`src/rtl/gouram_trace_merger.sv`:
```
// Merges per-hart gouram trace records into one buffered stream: a FIFO per channel,
// round-robin arbitration into a single registered valid/ready output stage.
module gouram_trace_merger #(
  parameter int unsigned NUM_CHANNELS   = 4,
  parameter int unsigned TRACE_WIDTH    = 128,
  parameter int unsigned FIFO_DEPTH     = 8,
  parameter int unsigned LOCK_MARGIN    = 2,
  parameter int unsigned DROP_CNT_WIDTH = 16,
  parameter int unsigned CH_W           = (NUM_CHANNELS > 1) ? $clog2(NUM_CHANNELS) : 1
) (
  input  logic                                 clk,
  input  logic                                 rst_n,
  input  logic [NUM_CHANNELS*TRACE_WIDTH-1:0]  trace_data_i,
  input  logic [NUM_CHANNELS-1:0]              trace_capture_enable_i,
  output logic [TRACE_WIDTH-1:0]               trace_data_o,
  output logic [CH_W-1:0]                      trace_channel_o,
  output logic                                 trace_valid_o,
  input  logic                                 trace_ready_i,
  output logic [NUM_CHANNELS-1:0]              lock_o,
  output logic [DROP_CNT_WIDTH-1:0]            drop_count_o,
  input  logic                                 drop_clr_i
);

  localparam int unsigned PtrW   = $clog2(FIFO_DEPTH);
  localparam int unsigned CntW   = PtrW + 1;
  localparam int unsigned NDropW = $clog2(NUM_CHANNELS + 1);

  logic [NUM_CHANNELS-1:0] not_empty;
  logic [NUM_CHANNELS-1:0] push;
  logic [NUM_CHANNELS-1:0] pop;
  logic [TRACE_WIDTH-1:0]  head [NUM_CHANNELS];

  logic                    load;
  logic                    grant_vld;
  logic [CH_W-1:0]         grant_idx;
  logic [CH_W-1:0]         cand;
  int unsigned             arb_idx;
  logic [CH_W-1:0]         rr_q, rr_d;

  logic                    valid_q, valid_d;
  logic [TRACE_WIDTH-1:0]  data_q, data_d;
  logic [CH_W-1:0]         chan_q, chan_d;
  logic [DROP_CNT_WIDTH-1:0] drop_q, drop_d;
  logic [NDropW-1:0]       n_drop;
  logic [DROP_CNT_WIDTH:0] drop_sum;

  // Output register may take a new record whenever it is empty or being drained this cycle.
  assign load = !valid_q || trace_ready_i;

  for (genvar g = 0; g < NUM_CHANNELS; g++) begin : g_ch
    logic [PtrW-1:0]        wr_q, wr_d, rd_q, rd_d;
    logic [CntW-1:0]        cnt_q, cnt_d;
    logic [TRACE_WIDTH-1:0] mem [FIFO_DEPTH];

    assign not_empty[g] = (cnt_q != '0);
    assign pop[g]       = load && grant_vld && (grant_idx == CH_W'(g));
    // A full FIFO still accepts when its head leaves at the same edge.
    assign push[g]      = trace_capture_enable_i[g] &&
                          ((cnt_q != CntW'(FIFO_DEPTH)) || pop[g]);
    assign lock_o[g]    = (cnt_q >= CntW'(FIFO_DEPTH - LOCK_MARGIN));
    assign head[g]      = mem[rd_q];

    always_comb begin
      wr_d  = wr_q + PtrW'(push[g]);
      rd_d  = rd_q + PtrW'(pop[g]);
      cnt_d = cnt_q + CntW'(push[g]) - CntW'(pop[g]);
    end

    always_ff @(posedge clk or negedge rst_n) begin
      if (!rst_n) begin
        wr_q  <= '0;
        rd_q  <= '0;
        cnt_q <= '0;
      end else begin
        wr_q  <= wr_d;
        rd_q  <= rd_d;
        cnt_q <= cnt_d;
      end
    end

    always_ff @(posedge clk) begin
      if (push[g]) begin
        mem[wr_q] <= trace_data_i[g*TRACE_WIDTH +: TRACE_WIDTH];
      end
    end
  end

  // Round-robin: first non-empty channel at or after rr_q, wrapping.
  always_comb begin
    grant_vld = 1'b0;
    grant_idx = '0;
    arb_idx   = 0;
    cand      = '0;
    for (int unsigned k = 0; k < NUM_CHANNELS; k++) begin
      arb_idx = (32'(rr_q) + k) % NUM_CHANNELS;
      cand    = CH_W'(arb_idx);
      if (!grant_vld && not_empty[cand]) begin
        grant_vld = 1'b1;
        grant_idx = cand;
      end
    end
  end

  always_comb begin
    rr_d    = rr_q;
    valid_d = valid_q;
    data_d  = data_q;
    chan_d  = chan_q;
    if (load) begin
      valid_d = grant_vld;
      if (grant_vld) begin
        data_d = head[grant_idx];
        chan_d = grant_idx;
        rr_d   = (grant_idx == CH_W'(NUM_CHANNELS - 1)) ? '0 : grant_idx + CH_W'(1);
      end
    end
  end

  always_comb begin
    n_drop = '0;
    for (int unsigned i = 0; i < NUM_CHANNELS; i++) begin
      n_drop = n_drop + NDropW'(trace_capture_enable_i[i] && !push[i]);
    end
    drop_sum = {1'b0, drop_q} + (DROP_CNT_WIDTH + 1)'(n_drop);
    if (drop_clr_i) begin
      drop_d = '0;
    end else if (drop_sum[DROP_CNT_WIDTH]) begin
      drop_d = '1;
    end else begin
      drop_d = drop_sum[DROP_CNT_WIDTH-1:0];
    end
  end

  always_ff @(posedge clk or negedge rst_n) begin
    if (!rst_n) begin
      rr_q    <= '0;
      valid_q <= 1'b0;
      data_q  <= '0;
      chan_q  <= '0;
      drop_q  <= '0;
    end else begin
      rr_q    <= rr_d;
      valid_q <= valid_d;
      data_q  <= data_d;
      chan_q  <= chan_d;
      drop_q  <= drop_d;
    end
  end

  assign trace_valid_o   = valid_q;
  assign trace_data_o    = data_q;
  assign trace_channel_o = chan_q;
  assign drop_count_o    = drop_q;

endmodule
```
`config.mk`:
```
export PLATFORM = sky130hd
export DESIGN_NAME = gouram_trace_merger
export DESIGN_NICKNAME = d
export VERILOG_FILES = /design/src/rtl/gouram_trace_merger.sv
export SDC_FILE = /design/constraint.sdc
export NUM_CORES = 2
export LEC_CHECK = 0
export ABC_AREA = 0
export CAP_MARGIN = 30
export CORE_ASPECT_RATIO = 0.6
export CORE_MARGIN = 5
export CORE_UTILIZATION = 55
export CTS_BUF_LIST = sky130_fd_sc_hd__clkbuf_2 sky130_fd_sc_hd__clkbuf_4 sky130_fd_sc_hd__clkbuf_8
export CTS_CLUSTER_DIAMETER = 60
export DETAILED_ROUTE_END_ITERATION = 7
export HOLD_SLACK_MARGIN = 0.12
export PLACE_DENSITY = 0.79
export SYNTH_ARGS = -nofsm -noshare
export SYNTH_HDL_FRONTEND = slang
export SYNTH_SLANG_ARGS = --single-unit
```
`constraint.sdc`:
```
create_clock -name clk -period 28.3 [get_ports clk]
set_input_delay 2.83 -clock clk [delete_from_list [all_inputs] [get_ports clk]]
set_output_delay 2.83 -clock clk [all_outputs]
set_load 0.05 [all_outputs]
```
==> results.env <==
PLACEMENT_ROWS=155
ASYNC_RESET_FF_SHARE_PCT=4.411
MUX_CONTRIBUTION_TO_SYNTHESIZED_AREA_PCT=18.04
FINCLKSKEW_NS=0.05757
GRT_USAGE_PCT=25.69
WORSTREGTOREGCELLS=14
DIE_AREA_UM2=310200
POST-ROUTE-CELL-AREA_UM2=188200
GRT_MAX_DEGREE=141
VIA_COUNT_OF_THE_FIRST_GLOBAL_ROUTING_PASS=80280
WORST_SETUP_PATH_STARTPOINT='g_ch[3].cnt_q[2]$_DFF_PN0_'
START_UTIL_PCT=55.25
CTS_ROOT_BUF='sky130_fd_sc_hd__clkbuf_8'
FINALMAXSLEWVIOLATIONS=0
MET3_GLOBAL_ROUTE_USAGE_PCT=4.991
CRITICAL_PATH_CLASS='flop to flop'
DESIGN.CORE.AREA_UM2=297500
ANTENNA_FOUND_INITIAL=148
YOSYSWARNINGS=0
GRT_PASS1_WL_UM=573300
POST_CTS.REPAIR.SETUP_BUFFERS=0
FIN_WORST_HOLD_SLACK_NS=0.5161
DIE_W_UM=715.7
DRTITER0DRC=9156
SYN_INST=7040
NETLIST-CELL-TYPE-COUNT=50
GRT_SETUP_UNREPAIRED='no'
CTS_MAX_PATH_BUFFERS=4
WORST_SKEW_PAIR.LATE_LATENCY_NS=1.05
POWER.IR.VDD_WORST_V=0.00009276
POWER_DENSITY_nW_PER_UM2=104.4
ROUTE.DETAILED.WL_PER_INST_UM=31.85
HOLDCRITSTARTPOINT='trace_data_o[12]$_DFFE_PN0P_'
TOP_REG_CELL_SYNTH='sky130_fd_sc_hd__edfxtp_1'
TRITONCTS_CLOCK_TREE='done'
GR-TOTAL-OVERFLOW=0
PLACE_AREA_UM2=176100
SIMPLE_GATE_AREA_SHARE_OF_THE_YOSYS_NETLIST_PCT=0.4111
SYNTH-COMPOUND-AREA-SHARE_PCT=2.099
MAIN_COMBINATIONAL_CELL_FAMILY_BY_AREA_AFTER_SYNTHESIS='multiplexers'
GLOBAL_ROUTE.USAGE.MET2_PCT=42.90
ROUTE.ANTENNA.REMAINING_NETS=0
YOSYSTOPAREACELL='sky130_fd_sc_hd__edfxtp_1'
SYNTH_TOP_AREA_SHARE_PCT=74.83
CP.REQUIRED_NS=28.94
MAXCAPVIOLATIONS=0
LAUNCH_POINT_OF_THE_WORST_REG_TO_REG_PATH='g_ch[3].cnt_q[2]$_DFF_PN0_'
TOTALPOWERFINAL_mW=19.64
NUMCTSBUFFERS=598
SLEW-LIMIT-HEADROOM_PCT=15.99
SYNTH_FA_HA_AREA_SHARE_PCT=0.4431
NUM-NETS-FINAL=8622
FINAL-HOLD-VIOLATION-COUNT=0
SYNTH_EDF_COUNT=4096
CTS_HOLD_BUF=0
END_KIND='flop'
NET_COUNT_SYNTH=7614
MULTI_INPUT_AREA_UM2=35060
FINAL_UTIL_PCT=63.26
TIMING.FINAL.SETUP_VIOLATIONS=0
HOLDCRITPATHCLASS='flop to flop'
DRIVE_GT1_SHARE_PCT=27.08
WL_UM=400800
POST_SYNTH_XOR_AREA_FRACTION_PCT=0.1385
FILLER_CELL_COUNT=19186
ROUTE.DETAILED.VIAS_PER_INST=6.256
FINAL.MIN_CLOCK_PERIOD_NS=7.477
ARRIVAL_NS=8.12
SYNTHTOLAYOUTAREAGROWTH_PCT=14.50
WORST-SLEW-PIN-TRANSITION_NS=1.260
YOSYSSEQAREASHARE_PCT=77.71
LEAKAGEPOWER_nW=60.77
YS_FF_LATCH=4285
CRIT_FANOUT=68
SYNTHESIS.AREA_UM2=164400
PORTBUFFERS=670
FIRSTDRTPASSITERS=5
MIN_DELAY_PATH_DEPTH=1
WORST_SETUP_HOLD_PATH_CLK_SLEW_NS=0.06
SEQCELLAREA_UM2=127800
BOUNDARY_PINS=671
DP_HPWL_UM=244000
GLOBAL_ROUTE.PEAK_USAGE_LAYER='met2'
POST_SYNTHESIS_MEAN_INSTANCE_AREA_UM2=23.35
CTS_RESIZED=0
TIMING.FINAL.CRIT_SHARE_PCT=26.42
CTS_SINK_COUNT=4285
DRCVIOLATIONCOUNT=0
PLACE_CONGESTION=0.8223
CHIPHEIGHT_UM=433.4
FIN_SETUP_TNS_NS=0
START_KIND='flop'
RUN_STATUS='finished clean'
CTS.HTREE.LEVELS=6
MAXIMUM_CLOCK_FREQUENCY_MHz=133.7
ROUTED-VIA-COUNT=78719
NETLIST_TOP_CELLS_AREA='sky130_fd_sc_hd__edfxtp_1 75%, sky130_fd_sc_hd__mux4_2 14%, sky130_fd_sc_hd__mux2i_1 3.1%'
GRT_UTIL_MET1_PCT=33.57
==> worst paths after layout <==
check,endpoint,slack (ns)
worst max register to register,g_ch[0].mem[1][118]$_DFFE_PP_,20.82
worst min-delay path,trace_data_o[12]$_DFFE_PN0P_,0.52
worst min register to register,trace_data_o[12]$_DFFE_PN0P_,0.52
worst max-delay path,g_ch[0].mem[1][118]$_DFFE_PP_,20.82
max in group asynchronous,g_ch[3].wr_q[1]$_DFF_PN0_,24.18
min in group asynchronous,trace_data_o[118]$_DFFE_PN0P_,1.74
==> flip-flops by register name, summed over array words and instances (netlist names) <==
name and count:
g_ch.mem 4096, trace_data_o 128, drop_count_o 16, g_ch.cnt_q 16
g_ch.rd_q 12, g_ch.wr_q 12, rr_q 2, trace_channel_o 2
trace_valid_o 1
==> through the flow <==
stage,instances,worst slack (ns)
after floorplan,7040,10.64
after global placement,11435,20.51
after detailed placement,11443,20.67
after CTS,12492,20.88
after global routing,12534,20.56
final,12582,20.82
==> cells by family (layout without fill, tap and decap cells) <==
logic type	after synthesis	after routing
adders and majority gates	54	54
AOI/OAI and AO/OA	421	421
and+or+nand+nor	126	126
other	0	82
muxes	1667	1667
buffers and inverters	461	1918
xor gates and xnor gates	26	26
DFF	4285	4285
==> critical path, stage by stage, from the launching register on <==
cell	delay (ns)
sky130_fd_sc_hd__dfrtp_1	0.40
sky130_fd_sc_hd__inv_1	0.13
sky130_fd_sc_hd__ha_1	0.19
sky130_fd_sc_hd__nor3b_2	0.50
sky130_fd_sc_hd__nand3_4	0.75
sky130_fd_sc_hd__and3_4	0.75
sky130_fd_sc_hd__inv_8	0.65
sky130_fd_sc_hd__ha_1	0.28
sky130_fd_sc_hd__inv_1	0.06
sky130_fd_sc_hd__o2111ai_1	0.44
sky130_fd_sc_hd__nand3_1	0.41
sky130_fd_sc_hd__nor3_2	0.21
sky130_fd_sc_hd__buf_4	0.54
sky130_fd_sc_hd__buf_4	0.70
sky130_fd_sc_hd__buf_4	0.79
==> cells in the final DEF, fill, tap and decap left out, types with 9 or more instances in the layout <==
cell                              count
sky130_fd_sc_hd__dfrtp_1            177
sky130_fd_sc_hd__buf_4              126
sky130_fd_sc_hd__ha_1                47
sky130_fd_sc_hd__edfxtp_1          4096
sky130_fd_sc_hd__clkinvlp_4          20
sky130_fd_sc_hd__clkdlybuf4s50_1    669
sky130_fd_sc_hd__a21oi_1             18
sky130_fd_sc_hd__clkbuf_4           207
sky130_fd_sc_hd__clkinv_1           121
sky130_fd_sc_hd__a31oi_1            130
sky130_fd_sc_hd__a221o_1            128
sky130_fd_sc_hd__bufinv_16           13
sky130_fd_sc_hd__buf_12              22
sky130_fd_sc_hd__nand3_1             11
sky130_fd_sc_hd__clkbuf_8           636
sky130_fd_sc_hd__nand2_1             28
sky130_fd_sc_hd__xnor2_1              9
sky130_fd_sc_hd__nor2_1              14
sky130_fd_sc_hd__dfrtp_4             12
sky130_fd_sc_hd__clkinv_2            34
sky130_fd_sc_hd__buf_16               9
sky130_fd_sc_hd__nor2_4              14
sky130_fd_sc_hd__mux2_2             128
sky130_fd_sc_hd__a2111oi_1           13
sky130_fd_sc_hd__a2111oi_0          107
sky130_fd_sc_hd__diode_2             82
sky130_fd_sc_hd__inv_6               13
sky130_fd_sc_hd__mux4_2            1024
sky130_fd_sc_hd__xor2_1              17
sky130_fd_sc_hd__inv_1               41
sky130_fd_sc_hd__mux2i_1            515
==> metal layers <==
metal  routed length, um  up-vias
met2              206300     3906
met5                 243        -
li1                    -    32468
met1              146100    41549
met4               16720       36
met3               31470      760
==> layout make-up <==
class                   instances  area share [%]
diodes                         82          0.1090
clock buffers                 843           5.477
clock inverters               206          0.7067
inverters                      42         0.08776
multi-input cells            2294           18.63
flip-flops and latches       4285           67.89
well taps                    4003           2.661
repair buffers                827           4.434
==> cells in the mapped netlist (2+ instances only) <==
| cell type | instances |
|---|---|
| sky130_fd_sc_hd__a2111oi_0 | 128 |
| sky130_fd_sc_hd__a21o_1 | 5 |
| sky130_fd_sc_hd__a21oi_1 | 18 |
| sky130_fd_sc_hd__a221o_1 | 128 |
| sky130_fd_sc_hd__a31oi_1 | 130 |
| sky130_fd_sc_hd__and2_1 | 4 |
| sky130_fd_sc_hd__and3_1 | 3 |
| sky130_fd_sc_hd__and4_1 | 2 |
| sky130_fd_sc_hd__buf_1 | 31 |
| sky130_fd_sc_hd__buf_2 | 127 |
| sky130_fd_sc_hd__clkbuf_1 | 260 |
| sky130_fd_sc_hd__dfrtp_1 | 189 |
| sky130_fd_sc_hd__edfxtp_1 | 4096 |
| sky130_fd_sc_hd__fa_1 | 7 |
| sky130_fd_sc_hd__ha_1 | 47 |
| sky130_fd_sc_hd__inv_1 | 41 |
| sky130_fd_sc_hd__mux2_2 | 128 |
| sky130_fd_sc_hd__mux2i_1 | 515 |
| sky130_fd_sc_hd__mux4_2 | 1024 |
| sky130_fd_sc_hd__nand2_1 | 28 |
| sky130_fd_sc_hd__nand2b_1 | 7 |
| sky130_fd_sc_hd__nand3_1 | 12 |
| sky130_fd_sc_hd__nand3b_1 | 4 |
| sky130_fd_sc_hd__nand4_1 | 3 |
| sky130_fd_sc_hd__nor2_1 | 28 |
| sky130_fd_sc_hd__nor2b_1 | 4 |
| sky130_fd_sc_hd__nor3_1 | 10 |
| sky130_fd_sc_hd__nor3b_1 | 6 |
| sky130_fd_sc_hd__nor3b_2 | 2 |
| sky130_fd_sc_hd__nor4_1 | 2 |
| sky130_fd_sc_hd__nor4b_1 | 5 |
| sky130_fd_sc_hd__o21ai_0 | 3 |
| sky130_fd_sc_hd__or3b_1 | 2 |
| sky130_fd_sc_hd__xnor2_1 | 9 |
| sky130_fd_sc_hd__xor2_1 | 17 |
==> power by group <==
| group | internal, mW | switching (mW) | leakage (nW) |
|---|---|---|---|
| combinational | 2.65 | 3.76 | 15.2 |
| clock | 2.47 | 2.26 | 6.12 |
| sequential | 8.04 | 0.463 | 39.5 |
| total | 13.2 | 6.49 | 60.8 |
No activity file was read; power rests on OpenSTA's default activity.
